$ cat src/rtl/game_cmd_pkg.sv
// Shared command codes, scheduler state encoding and key bit positions
// for the 2048 key-to-command path.
package game_cmd_pkg;

    typedef logic [2:0] cmd_code_t;

    localparam cmd_code_t CMD_UP      = 3'd0;
    localparam cmd_code_t CMD_DOWN    = 3'd1;
    localparam cmd_code_t CMD_LEFT    = 3'd2;
    localparam cmd_code_t CMD_RIGHT   = 3'd3;
    localparam cmd_code_t CMD_RESTART = 3'd4;

    localparam int KEY_UP    = 0;
    localparam int KEY_DOWN  = 1;
    localparam int KEY_LEFT  = 2;
    localparam int KEY_RIGHT = 3;

    typedef enum logic [1:0] {
        IDLE,
        ISSUE,
        COOLDOWN
    } state_t;

    function automatic logic [1:0] onehot_to_idx(input logic [3:0] oh);
        logic [1:0] idx;
        idx = 2'd0;
        for (int i = 0; i < 4; i++) begin
            if (oh[i]) idx = 2'(i);
        end
        return idx;
    endfunction

endpackage

$ cat src/rtl/key_cmd_scheduler_if.sv
// Valid/ready command channel from the key scheduler to the game engine.
interface key_cmd_scheduler_if;
    import game_cmd_pkg::*;

    logic      cmd_valid;
    cmd_code_t cmd_code;
    logic      cmd_ready;

    modport master (output cmd_valid, output cmd_code, input cmd_ready);
    modport slave  (input cmd_valid, input cmd_code, output cmd_ready);
endinterface

$ cat src/rtl/key_cmd_scheduler_rr_arbiter4.sv
// Combinational 4-way round-robin arbiter: grants the first request found
// searching upward (mod 4) from ptr. The pointer register lives in the parent.
module rr_arbiter4 (
    input  logic [3:0] req,
    input  logic [1:0] ptr,
    output logic [3:0] grant,
    output logic       valid
);

    always_comb begin
        // NOTE: every combinational output gets a default first so no path leaves it unassigned (no latch).
        grant = 4'b0000;
        valid = 1'b0;
        for (int i = 0; i < 4; i++) begin
            logic [1:0] idx;
            idx = ptr + 2'(i);
            if (!valid && req[idx]) begin
                grant[idx] = 1'b1;
                valid      = 1'b1;
            end
        end
    end

endmodule

$ cat src/rtl/key_cmd_scheduler.sv
// Turns key press pulses, held levels and restart into an ordered command
// stream: round-robin arbitration, one pending slot, cooldown and auto-repeat.
module key_cmd_scheduler
    import game_cmd_pkg::*;
#(
    parameter int HOLD_CYCLES     = 25_000_000,
    parameter int REPEAT_CYCLES   = 10_000_000,
    parameter int COOLDOWN_CYCLES = 4,
    parameter int CNT_W           = 25
) (
    input  logic                  clk,
    input  logic                  reset,
    input  logic [3:0]            key_pos,
    input  logic [3:0]            key_level,
    input  logic                  restart_pos,
    key_cmd_scheduler_if.master   cmd,
    output logic                  busy,
    output logic [7:0]            drop_cnt
);

    localparam bit NO_COOLDOWN = (COOLDOWN_CYCLES == 0);

    state_t            state, state_d;
    logic              valid_q, valid_d;
    cmd_code_t         code_q, code_d;
    logic              pend_full, pend_full_d;
    cmd_code_t         pend_code, pend_code_d;
    logic [CNT_W-1:0]  cool_cnt, cool_d;
    logic [1:0]        rr_ptr;
    logic              rep_active;
    logic [1:0]        rep_dir;
    logic [CNT_W-1:0]  rep_cnt;

    logic [3:0] grant;
    logic       grant_valid;
    logic [1:0] grant_idx;
    logic       held, rep_fire;
    logic       ev_valid, dir_grant;
    cmd_code_t  ev_code;
    logic       accept, rule_now, issue_load, drop_inc;

    rr_arbiter4 u_arb (
        .req   (key_pos),
        .ptr   (rr_ptr),
        .grant (grant),
        .valid (grant_valid)
    );

    assign grant_idx = onehot_to_idx(grant);
    // The timer only runs while the repeat key is the sole key held down.
    assign held      = rep_active && (key_level == (4'b0001 << rep_dir));
    assign rep_fire  = held && (rep_cnt == CNT_W'(1));

    always_comb begin
        ev_valid  = 1'b1;
        ev_code   = CMD_RESTART;
        dir_grant = 1'b0;
        if (restart_pos) begin
            ev_code = CMD_RESTART;
        end else if (grant_valid) begin
            ev_code   = {1'b0, grant_idx};
            dir_grant = 1'b1;
        end else if (rep_fire) begin
            ev_code = {1'b0, rep_dir};
        end else begin
            ev_valid = 1'b0;
        end
    end

    assign accept   = (state == ISSUE) && valid_q && cmd.cmd_ready;
    assign rule_now = (accept && NO_COOLDOWN) ||
                      ((state == COOLDOWN) && (cool_cnt == CNT_W'(1)));

    always_comb begin
        state_d     = state;
        valid_d     = valid_q;
        code_d      = code_q;
        pend_full_d = pend_full;
        pend_code_d = pend_code;
        cool_d      = cool_cnt;
        issue_load  = 1'b0;
        drop_inc    = 1'b0;
        case (state)
            IDLE: begin
                if (ev_valid) begin
                    state_d    = ISSUE;
                    valid_d    = 1'b1;
                    code_d     = ev_code;
                    issue_load = 1'b1;
                end
            end
            default: begin
                if (accept) begin
                    valid_d = 1'b0;
                    if (!NO_COOLDOWN) begin
                        state_d = COOLDOWN;
                        cool_d  = CNT_W'(COOLDOWN_CYCLES);
                    end
                end
                if (state == COOLDOWN) cool_d = cool_cnt - CNT_W'(1);
                if (rule_now) begin
                    // Pending entry leaves first; a same-cycle event takes the freed slot.
                    if (pend_full) begin
                        state_d     = ISSUE;
                        valid_d     = 1'b1;
                        code_d      = pend_code;
                        issue_load  = 1'b1;
                        pend_full_d = ev_valid;
                        pend_code_d = ev_code;
                    end else if (ev_valid) begin
                        state_d    = ISSUE;
                        valid_d    = 1'b1;
                        code_d     = ev_code;
                        issue_load = 1'b1;
                    end else begin
                        state_d = IDLE;
                    end
                end else if (ev_valid) begin
                    if (!pend_full) begin
                        pend_full_d = 1'b1;
                        pend_code_d = ev_code;
                    end else if (ev_code == CMD_RESTART) begin
                        pend_code_d = CMD_RESTART;
                        drop_inc    = (pend_code != CMD_RESTART);
                    end else begin
                        drop_inc = 1'b1;
                    end
                end
            end
        endcase
    end

    always_ff @(posedge clk or negedge reset) begin
        if (!reset) begin
            state      <= IDLE;
            valid_q    <= 1'b0;
            code_q     <= CMD_UP;
            pend_full  <= 1'b0;
            pend_code  <= CMD_UP;
            cool_cnt   <= '0;
            rr_ptr     <= 2'd0;
            rep_active <= 1'b0;
            rep_dir    <= 2'd0;
            rep_cnt    <= '0;
            drop_cnt   <= 8'd0;
        end else begin
            // NOTE: state registers use non-blocking assignments so every flop samples pre-edge values.
            state     <= state_d;
            valid_q   <= valid_d;
            code_q    <= code_d;
            pend_full <= pend_full_d;
            pend_code <= pend_code_d;
            cool_cnt  <= cool_d;
            if (dir_grant) rr_ptr <= grant_idx + 2'd1;
            if (drop_inc && drop_cnt != 8'hFF) drop_cnt <= drop_cnt + 8'd1;

            if (dir_grant) begin
                rep_active <= 1'b1;
                rep_dir    <= grant_idx;
                rep_cnt    <= CNT_W'(HOLD_CYCLES);
            end else if (issue_load && code_d == CMD_RESTART) begin
                rep_active <= 1'b0;
            end else if (held) begin
                rep_cnt <= rep_fire ? CNT_W'(REPEAT_CYCLES) : rep_cnt - CNT_W'(1);
            end else begin
                rep_active <= 1'b0;
            end
        end
    end

    assign cmd.cmd_valid = valid_q;
    assign cmd.cmd_code  = code_q;
    assign busy          = (state != IDLE) || pend_full;

endmodule

$ cat src/flat_wrapper.sv
// flat-port wrapper written by rule: the top's interface ports become plain ports
module key_cmd_scheduler_flat import game_cmd_pkg::*;
#(
    parameter int HOLD_CYCLES     = 25_000_000,
    parameter int REPEAT_CYCLES   = 10_000_000,
    parameter int COOLDOWN_CYCLES = 4,
    parameter int CNT_W           = 25
)
  (clk, reset, key_pos, key_level, restart_pos, busy, drop_cnt, cmd_cmd_valid, cmd_cmd_code, cmd_cmd_ready);
  key_cmd_scheduler_if cmd_i ();
  input  logic clk;
  input  logic reset;
  input  logic [3:0] key_pos;
  input  logic [3:0] key_level;
  input  logic restart_pos;
  output logic busy;
  output logic [7:0] drop_cnt;
  output wire logic [$bits(cmd_i.cmd_valid)-1:0] cmd_cmd_valid;
  output wire logic [$bits(cmd_i.cmd_code)-1:0] cmd_cmd_code;
  input wire logic [$bits(cmd_i.cmd_ready)-1:0] cmd_cmd_ready;
  assign cmd_cmd_valid = cmd_i.cmd_valid;
  assign cmd_cmd_code = cmd_i.cmd_code;
  assign cmd_i.cmd_ready = cmd_cmd_ready;
  key_cmd_scheduler #(.HOLD_CYCLES(HOLD_CYCLES), .REPEAT_CYCLES(REPEAT_CYCLES), .COOLDOWN_CYCLES(COOLDOWN_CYCLES), .CNT_W(CNT_W)) u_core (.clk(clk), .reset(reset), .key_pos(key_pos), .key_level(key_level), .restart_pos(restart_pos), .cmd(cmd_i), .busy(busy), .drop_cnt(drop_cnt));
endmodule
$ cat config.mk
export PLATFORM = sky130hd
export DESIGN_NAME = key_cmd_scheduler_flat
export DESIGN_NICKNAME = d
export VERILOG_FILES = /design/src/rtl/game_cmd_pkg.sv /design/src/rtl/key_cmd_scheduler_if.sv /design/src/rtl/key_cmd_scheduler_rr_arbiter4.sv /design/src/rtl/key_cmd_scheduler.sv /design/src/flat_wrapper.sv
export SDC_FILE = /design/constraint.sdc
export NUM_CORES = 1
export LEC_CHECK = 0
export ABC_AREA = 1
export CAP_MARGIN = 20
export CORE_AREA = 2 2 129 131
export CTS_CLUSTER_SIZE = 30
export DETAILED_ROUTE_END_ITERATION = 12
export DIE_AREA = 0 0 131 133
export REMOVE_ABC_BUFFERS = 1
export SYNTH_ARGS = -nofsm -noshare
export SYNTH_HDL_FRONTEND = slang
export SYNTH_SLANG_ARGS = --single-unit
$ cat constraint.sdc
create_clock -name clk -period 5.1 [get_ports clk]
set_input_delay 1.53 -clock clk [delete_from_list [all_inputs] [get_ports clk]]
set_output_delay 1.53 -clock clk [all_outputs]
set_load 0.02 [all_outputs]
### After elaboration in Yosys (flattened, before gate mapping)

Cells that the tools add are included.

| word-level totals | value |
|---|---|
| input bits | 12 |
| flip-flop bits (word level) | 73 |

| operators by class | value |
|---|---|
| $lt $le $gt $ge | 8 |
| shift operators | 1 |
| bitwise gates (word level) | 4 |
| equality and inequality tests | 14 |
| mux-type cells | 76 |
| add/subtract/negate cells | 7 |
| reduce and logical (&&, ||, !) cells | 29 |

Operators with widths:

| operator | count |
|---|---|
| 25-bit two-way mux | 6 |
| 25-bit by 1-bit equality test with 1-bit output (second input constant) | 2 |
| 25-bit by 1-bit subtractor with 25-bit output (second input constant) | 2 |
| 1-bit two-way mux | 39 |
| 3-bit two-way mux | 12 |
| 4-bit two-way mux | 4 |
| 1-bit logical AND | 14 |
| 2-bit two-way mux | 7 |
| 2-bit by 3-bit less-than comparator with 1-bit output (second input constant) | 4 |
| 4-bit bitwise OR | 3 |
| 3-bit != test (second input constant) | 3 |
| 8-bit by 1-bit adder with 8-bit output (second input constant) | 1 |
| 1-bit binary-select mux with 2-bit select | 4 |
| 1-bit demux with 2-bit select | 4 |
| 2-bit by 1-bit greater-or-equal comparator with 1-bit output (second input constant) | 4 |
| 8-bit != test (second input constant) | 1 |
| 2-bit AND reduction | 4 |
| 2-bit nonzero test | 4 |
| 3-bit equality test (second input constant) | 2 |
| 2-bit by 1-bit != test with 1-bit output (second input constant) | 3 |
| 2-bit by 1-bit adder with 2-bit output (second input constant) | 2 |
| 2-bit adder (second input constant) | 2 |
| 4-bit equality test | 1 |
| 4-bit AND reduction | 1 |
| other kinds (8) | 10 |

### Longest topological paths before layout

| depth | value |
|---|---|
| depth after elaboration | 25 |
| mapped depth | 22 |

### Modules after synthesis

A second synthesis with hierarchy kept.

| second synthesis, totals | value |
|---|---|
| cells, all modules | 677 |
| area, all modules | 4986.0 sq um |

By module, submodules not included:

| module | times used | seq. area each (sq um) | cells each | area each (sq um) |
|---|---|---|---|---|
| key_cmd_scheduler | 1 | 1826.8 | 601 | 4566.9 |
| rr_arbiter4 | 1 | 0.0 | 76 | 419.2 |

### Worst setup path before layout

No wires, ideal clock.

| timing | value |
|---|---|
| path kind | input-to-reg |
| from | input key_level[1] |
| to | register u_core.rep_cnt[10] |
| data required time | 5034 ps |
| cell stages on the path | 15 |
| setup slack | 1735 ps |
| arrival time | 3300 ps |
| buffers on the path | 1 |
| path through | nor2_1 -> nor2_1 -> nor2_2 -> nand2_2 -> nor2_8 -> nand3_4 -> nand2_4 -> o21ai_2 -> or2_1 -> nor2_4 -> nand2_4 -> nand2_4 -> buf_8 -> nand3_1 -> nand2_1 |

| between the ends | value |
|---|---|
| cells in the longest elaborated chain, start to end | 14 |
| elaborated cells on any way between the ends | 26 |
| classes of those cells | eq/ne: 3; mux: 18; reduce/logical: 5 |

Ends and longest elaborated chain:

| what | line | source |
|---|---|---|
| start: declaration | flat_wrapper.sv:14 | `input logic [3:0] key_level;` |
| 4-bit equality test (*) | key_cmd_scheduler.sv:51 | `assign held = rep_active && (key_level == (4'b0001 << rep_dir));` |
| 1-bit logical AND (*) | key_cmd_scheduler.sv:51 |  |
| 1-bit logical AND | key_cmd_scheduler.sv:52 | `assign rep_fire = held && (rep_cnt == CNT_W'(1));` |
| 3-bit two-way mux / 1-bit two-way mux (equally long branches) | key_cmd_scheduler.sv:63 | `end else if (rep_fire) begin` |
| 3-bit two-way mux / 1-bit two-way mux (equally long branches) | key_cmd_scheduler.sv:60 | `end else if (grant_valid) begin` |
| 3-bit two-way mux / 1-bit two-way mux (equally long branches) | key_cmd_scheduler.sv:58 | `if (restart_pos) begin` |
| 3-bit two-way mux | key_cmd_scheduler.sv:85, key_cmd_scheduler.sv:110 |  |
| 3-bit two-way mux | key_cmd_scheduler.sv:103 | `if (pend_full) begin` |
| 3-bit two-way mux | key_cmd_scheduler.sv:101 | `if (rule_now) begin` |
| 3-bit two-way mux | key_cmd_scheduler.sv:83 | `case (state)` |
| 3-bit equality test | key_cmd_scheduler.sv:161 | `end else if (issue_load && code_d == CMD_RESTART) begin` |
| 1-bit logical AND | key_cmd_scheduler.sv:161 |  |
| 2-bit by 1-bit != test with 1-bit output (no source line) | - |  |
| 2-bit AND reduction (no source line) | - |  |
| end signal: assignment | key_cmd_scheduler.sv:160 | `rep_cnt <= CNT_W'(HOLD_CYCLES);` |
| end signal: assignment | key_cmd_scheduler.sv:164 | `rep_cnt <= rep_fire ? CNT_W'(REPEAT_CYCLES) : rep_cnt - CNT_W'(1);` |
| end: declaration | key_cmd_scheduler.sv:32 | `logic [CNT_W-1:0] rep_cnt;` |

Every way passes the cells marked *; elsewhere a longest branch is shown, timed or not. The select of a mux whose other input is x is not followed.
A chain may end at the register's enable or synchronous reset.

### Worst setup path after layout

| timing | value |
|---|---|
| from | input key_pos[3] |
| to | register u_core.rep_cnt[7] |

| between the ends | value |
|---|---|
| cells in the longest elaborated chain, start to end | 25 |
| elaborated cells on any way between the ends | 48 |
| classes of those cells | eq/ne: 2; mux: 34; bitwise: 3; reduce/logical: 9 |

Ends and longest elaborated chain:

| what | line | source |
|---|---|---|
| start: declaration | flat_wrapper.sv:13 | `input logic [3:0] key_pos;` |
| 1-bit binary-select mux with 2-bit select | key_cmd_scheduler_rr_arbiter4.sv:17 | `if (!valid && req[idx]) begin` |
| 1-bit two-way mux (not written as such) | key_cmd_scheduler_rr_arbiter4.sv:17 |  |
| 1-bit two-way mux | key_cmd_scheduler_rr_arbiter4.sv:17 |  |
| 1-bit zero test | key_cmd_scheduler_rr_arbiter4.sv:17 |  |
| 1-bit logical AND | key_cmd_scheduler_rr_arbiter4.sv:17 |  |
| 1-bit two-way mux | key_cmd_scheduler_rr_arbiter4.sv:17 |  |
| 1-bit zero test | key_cmd_scheduler_rr_arbiter4.sv:17 |  |
| 1-bit logical AND | key_cmd_scheduler_rr_arbiter4.sv:17 |  |
| [9 not listed] | - |  |
| 3-bit two-way mux | key_cmd_scheduler.sv:85, key_cmd_scheduler.sv:110 |  |
| 3-bit two-way mux | key_cmd_scheduler.sv:103 |  |
| 3-bit two-way mux | key_cmd_scheduler.sv:101 |  |
| 3-bit two-way mux | key_cmd_scheduler.sv:83 |  |
| 3-bit equality test | key_cmd_scheduler.sv:161 |  |
| 1-bit logical AND | key_cmd_scheduler.sv:161 |  |
| 2-bit by 1-bit != test with 1-bit output (no source line) | - |  |
| 2-bit AND reduction (no source line) | - |  |

Parallel ways exist; a longest one is shown, timed or not. The select of a mux whose other input is x is not followed.

==> run_results.csv <==
group,metric,value,unit
sta,slew-limit-headroom,38.77,%
cts,clk_latency,0.34,ns
cells_and_area,final_cell_mix,"nand2_1 (124), inv_1 (87), nand3_1 (80), nor2_1 (74), dfrtp_1 (73)",
routing,drt_iter0_drc,323,
job,maxCapViolCount,0,
hold_path,hold_class,"flop to flop",
hold_path,worstHoldPathCells,1,
cts,cts_max_level,3,
routing,vias,4117,
place,hpwl,7.357,mm
critical_path,crit_top_cell,"nand2_1",
routing,drt-total-wl,10.58,mm
global_routing,grt_pass1_wl,18.35,mm
synth,async_flop_share,100.0,%
synth,yosysWarnings,0,
floorplan,num_io_pins,25,
synth,synth_flop_cell,"dfrtp_1",
critical_path,cp.depth,12,
global_routing,grt_max_degree,74,
cts,cts_max_path_buffers,2,
cts,cts_setup_buffers,0,
global_routing,grt_overflow,0,
cells_and_area,antennaDiodeCount,0,
floorplan,rows,47,
synth,synth.avg_cell_area,7.427,µm²
outcome,outcome,"finished clean",
place,preCtsSetupSlack,0.8119,ns
critical_path,critical-path-max-stage-delay,0.56,ns
sta,rsz0062_at_grt,"no",
cts,cts_root_buffer,"clkbuf_16",
sta,report.final.slew_viol_count,0,
sta,finClkSkew,0.006529,ns
routing,dr.pass1.iters,4,
critical_path,crit_path_top_delay_cell,"nand2_1",
sta,final.period_utilization,78.13,%
cts,ctsResizeCount,0,
sta,hold_viol,0,
sta,setup_viol,0,
sta,worst_slack,1.115,ns
synth,syn-cell-area,0.004723,mm²
critical_path,cp.arrival,4.20,ns
critical_path,cp-end-kind,"flop",
routing,avgRoutedWirePerCell,11.95,µm
cells_and_area,syn_to_final_growth,15.23,%
cts,cts_tree,"built",
global_routing,grt_util_all_layers,12.94,%
place,place.gp.congestion,0.8194,
cts,numCtsBuffers,9,
sta,layout_min_cycle_time,3.985,ns
critical_path,crit_type,"input port to flop",
sta,tns,0,ns
critical_path,critPathBufInv,3,
synth,syn_inst,636,
critical_path,r2r_cells,13,
cts,cts.sinks,73,
cells_and_area,fin_nets,684,
routing,viasPerCell,4.647,
cells_and_area,drive_above_1_share,8.108,%
synth,yosysSeqAreaShare,38.68,%
critical_path,critPathLaunchType,"input port",
floorplan,core-area,0.01617,mm²
global_routing,antenna_found_initial,0,
synth,synth_cell_types,53,
floorplan,die_h,133,µm
floorplan,fp.dieArea,0.01742,mm²
sta,fmax,250.9,MHz
critical_path,critical_path_required,5.32,ns
critical_path,crit_chain,"clkdlybuf4s50_1 -> nand2_1 -> nand3_1 -> nand2_2 -> nand2_2 -> nor3_2 -> nor2_1 -> buf_4 -> inv_2 -> nand2_1 -> nand3_1 -> nand2_1",
cts,ctsHoldBuffers,0,
routing,drc,0,
place,port_buffers,24,
floorplan,die_x,131,µm
sta,tightestPinTransition,0.9185,ns
floorplan,start_util,29.21,%
cts,cts.clk_slew.worst_paths,0.06,ns
power_and_ir_drop,vdd_drop_max,0.1659,mV
cells_and_area,final_common_cell,"nand2_1",
global_routing,grt_pass1_vias,3863,
routing,antenna_left,0,
power_and_ir_drop,power_leakage,2.668,nW
synth,synth-edff-count,0,
power_and_ir_drop,power,2.510,mW
synth,synth_seq_cells,73,
power_and_ir_drop,powerDensity,461.2,mW/mm²
critical_path,crit_fanout,22,
critical_path,crit_family,"simple AND/OR/NAND/NOR gates",
registers in the layout, indices dropped and copies added (netlist names):
| signal | cells |
|---|---|
| u_core.rep_active | 1 |
| u_core.pend_code | 3 |
| u_core.cmd.cmd_code | 3 |
| u_core.drop_cnt | 8 |
| u_core.rep_dir | 2 |
| u_core.cool_cnt | 25 |
| u_core.rr_ptr | 2 |
| u_core.pend_full | 1 |
| u_core.rep_cnt | 25 |
| u_core.state | 2 |
| u_core.cmd.cmd_valid | 1 |
Yosys cell counts (3+ instances only):
cell type	count	share of area, %
nor3_1	15	1.6
o21ai_1	3	0.32
inv_2	3	0.24
xor2_1	13	2.4
ha_1	11	2.9
nand4_1	21	2.8
nand2_4	3	0.72
nand2_1	124	9.9
xnor2_1	9	1.7
o22ai_1	5	0.66
mux2_2	4	0.95
inv_1	87	6.9
clkbuf_1	5	0.40
nand2_2	4	0.53
nor2_2	4	0.53
nand3_1	80	8.5
o21ai_0	34	3.6
a21oi_1	21	2.2
dfrtp_1	73	39
nor4_1	3	0.40
nor2_1	74	5.9
nand3_2	4	0.85
cell families after synthesis:
logic type,after synthesis,share of synthesized area (%)
and+or+nand+nor,343,34.17
buffers and inverters,104,9.431
AOI/OAI and AO/OA,78,9.563
DFF,73,38.68
xor gates and xnor gates,22,4.080
adders and majority gates,11,2.914
muxes,5,1.166
per-layer routing:
metal / routed length (µm) / vias to the layer above / global-route usage [%]
met2: 4775 / 67 / 20.67
met1: 5357 / 1897 / 17.56
met4: 91 / 0 / 3.842
met3: 360 / 8 / 2.709
li1: - / 2145 / -
met5: 0 / - / 0
worst register-to-register path, cell delays in order, from the launching register on:
cell     delay, ns
dfrtp_1       0.63
inv_6         0.10
ha_1          0.37
inv_1         0.11
nand3_1       0.08
nand2_1       0.10
nand2_2       0.09
nor3_2        0.19
nor2_1        0.14
buf_4         0.20
inv_2         0.31
nand2_1       0.57
nand3_1       0.28
nand2_1       0.08
cell type report:
type | instances | area [µm²]
clock buffers | 11 | 252.7
flip-flops and latches | 73 | 1827
repair buffers | 27 | 260.3
multi-input cells | 459 | 2451
clock inverters | 5 | 30.03
inverters | 91 | 346.6
well taps | 220 | 275.3
fillers | 1700 | 10730
stage by stage:
step                      std cells  area, µm²  hold slack [ns]  utilization [%]
final                           886       5443           0.4743            33.66
after global routing            886       5443           0.5146            33.66
after CTS                       886       5443           0.4741            33.66
after detailed placement        870       5160           0.4667            31.91
after global placement          870       5160           0.4609            31.91
after floorplan                 623       4624           0.4412                -
path summary, 6_finish.rpt:
check / end / start / slack [ns]
hold reg to reg: u_core.cool_cnt[5] / u_core.cool_cnt[5] / 0.47
setup / recovery: u_core.rep_cnt[7] / key_pos[3] / 1.12
max in group asynchronous: u_core.rep_cnt[19] / reset / 3.18
min in group asynchronous: u_core.drop_cnt[5] / reset / 1.34
hold / removal: u_core.cool_cnt[5] / u_core.cool_cnt[5] / 0.47
setup reg to reg: u_core.rep_cnt[7] / u_core.rr_ptr[0] / 1.73
report_power, final:
part	internal [mW]	leakage, nW	switching (mW)
Clock	0.353	0.137	0.244
Sequential	0.708	0.876	0.167
Combinational	0.409	1.65	0.630
Note: power is estimated with default switching activity, not from simulation.
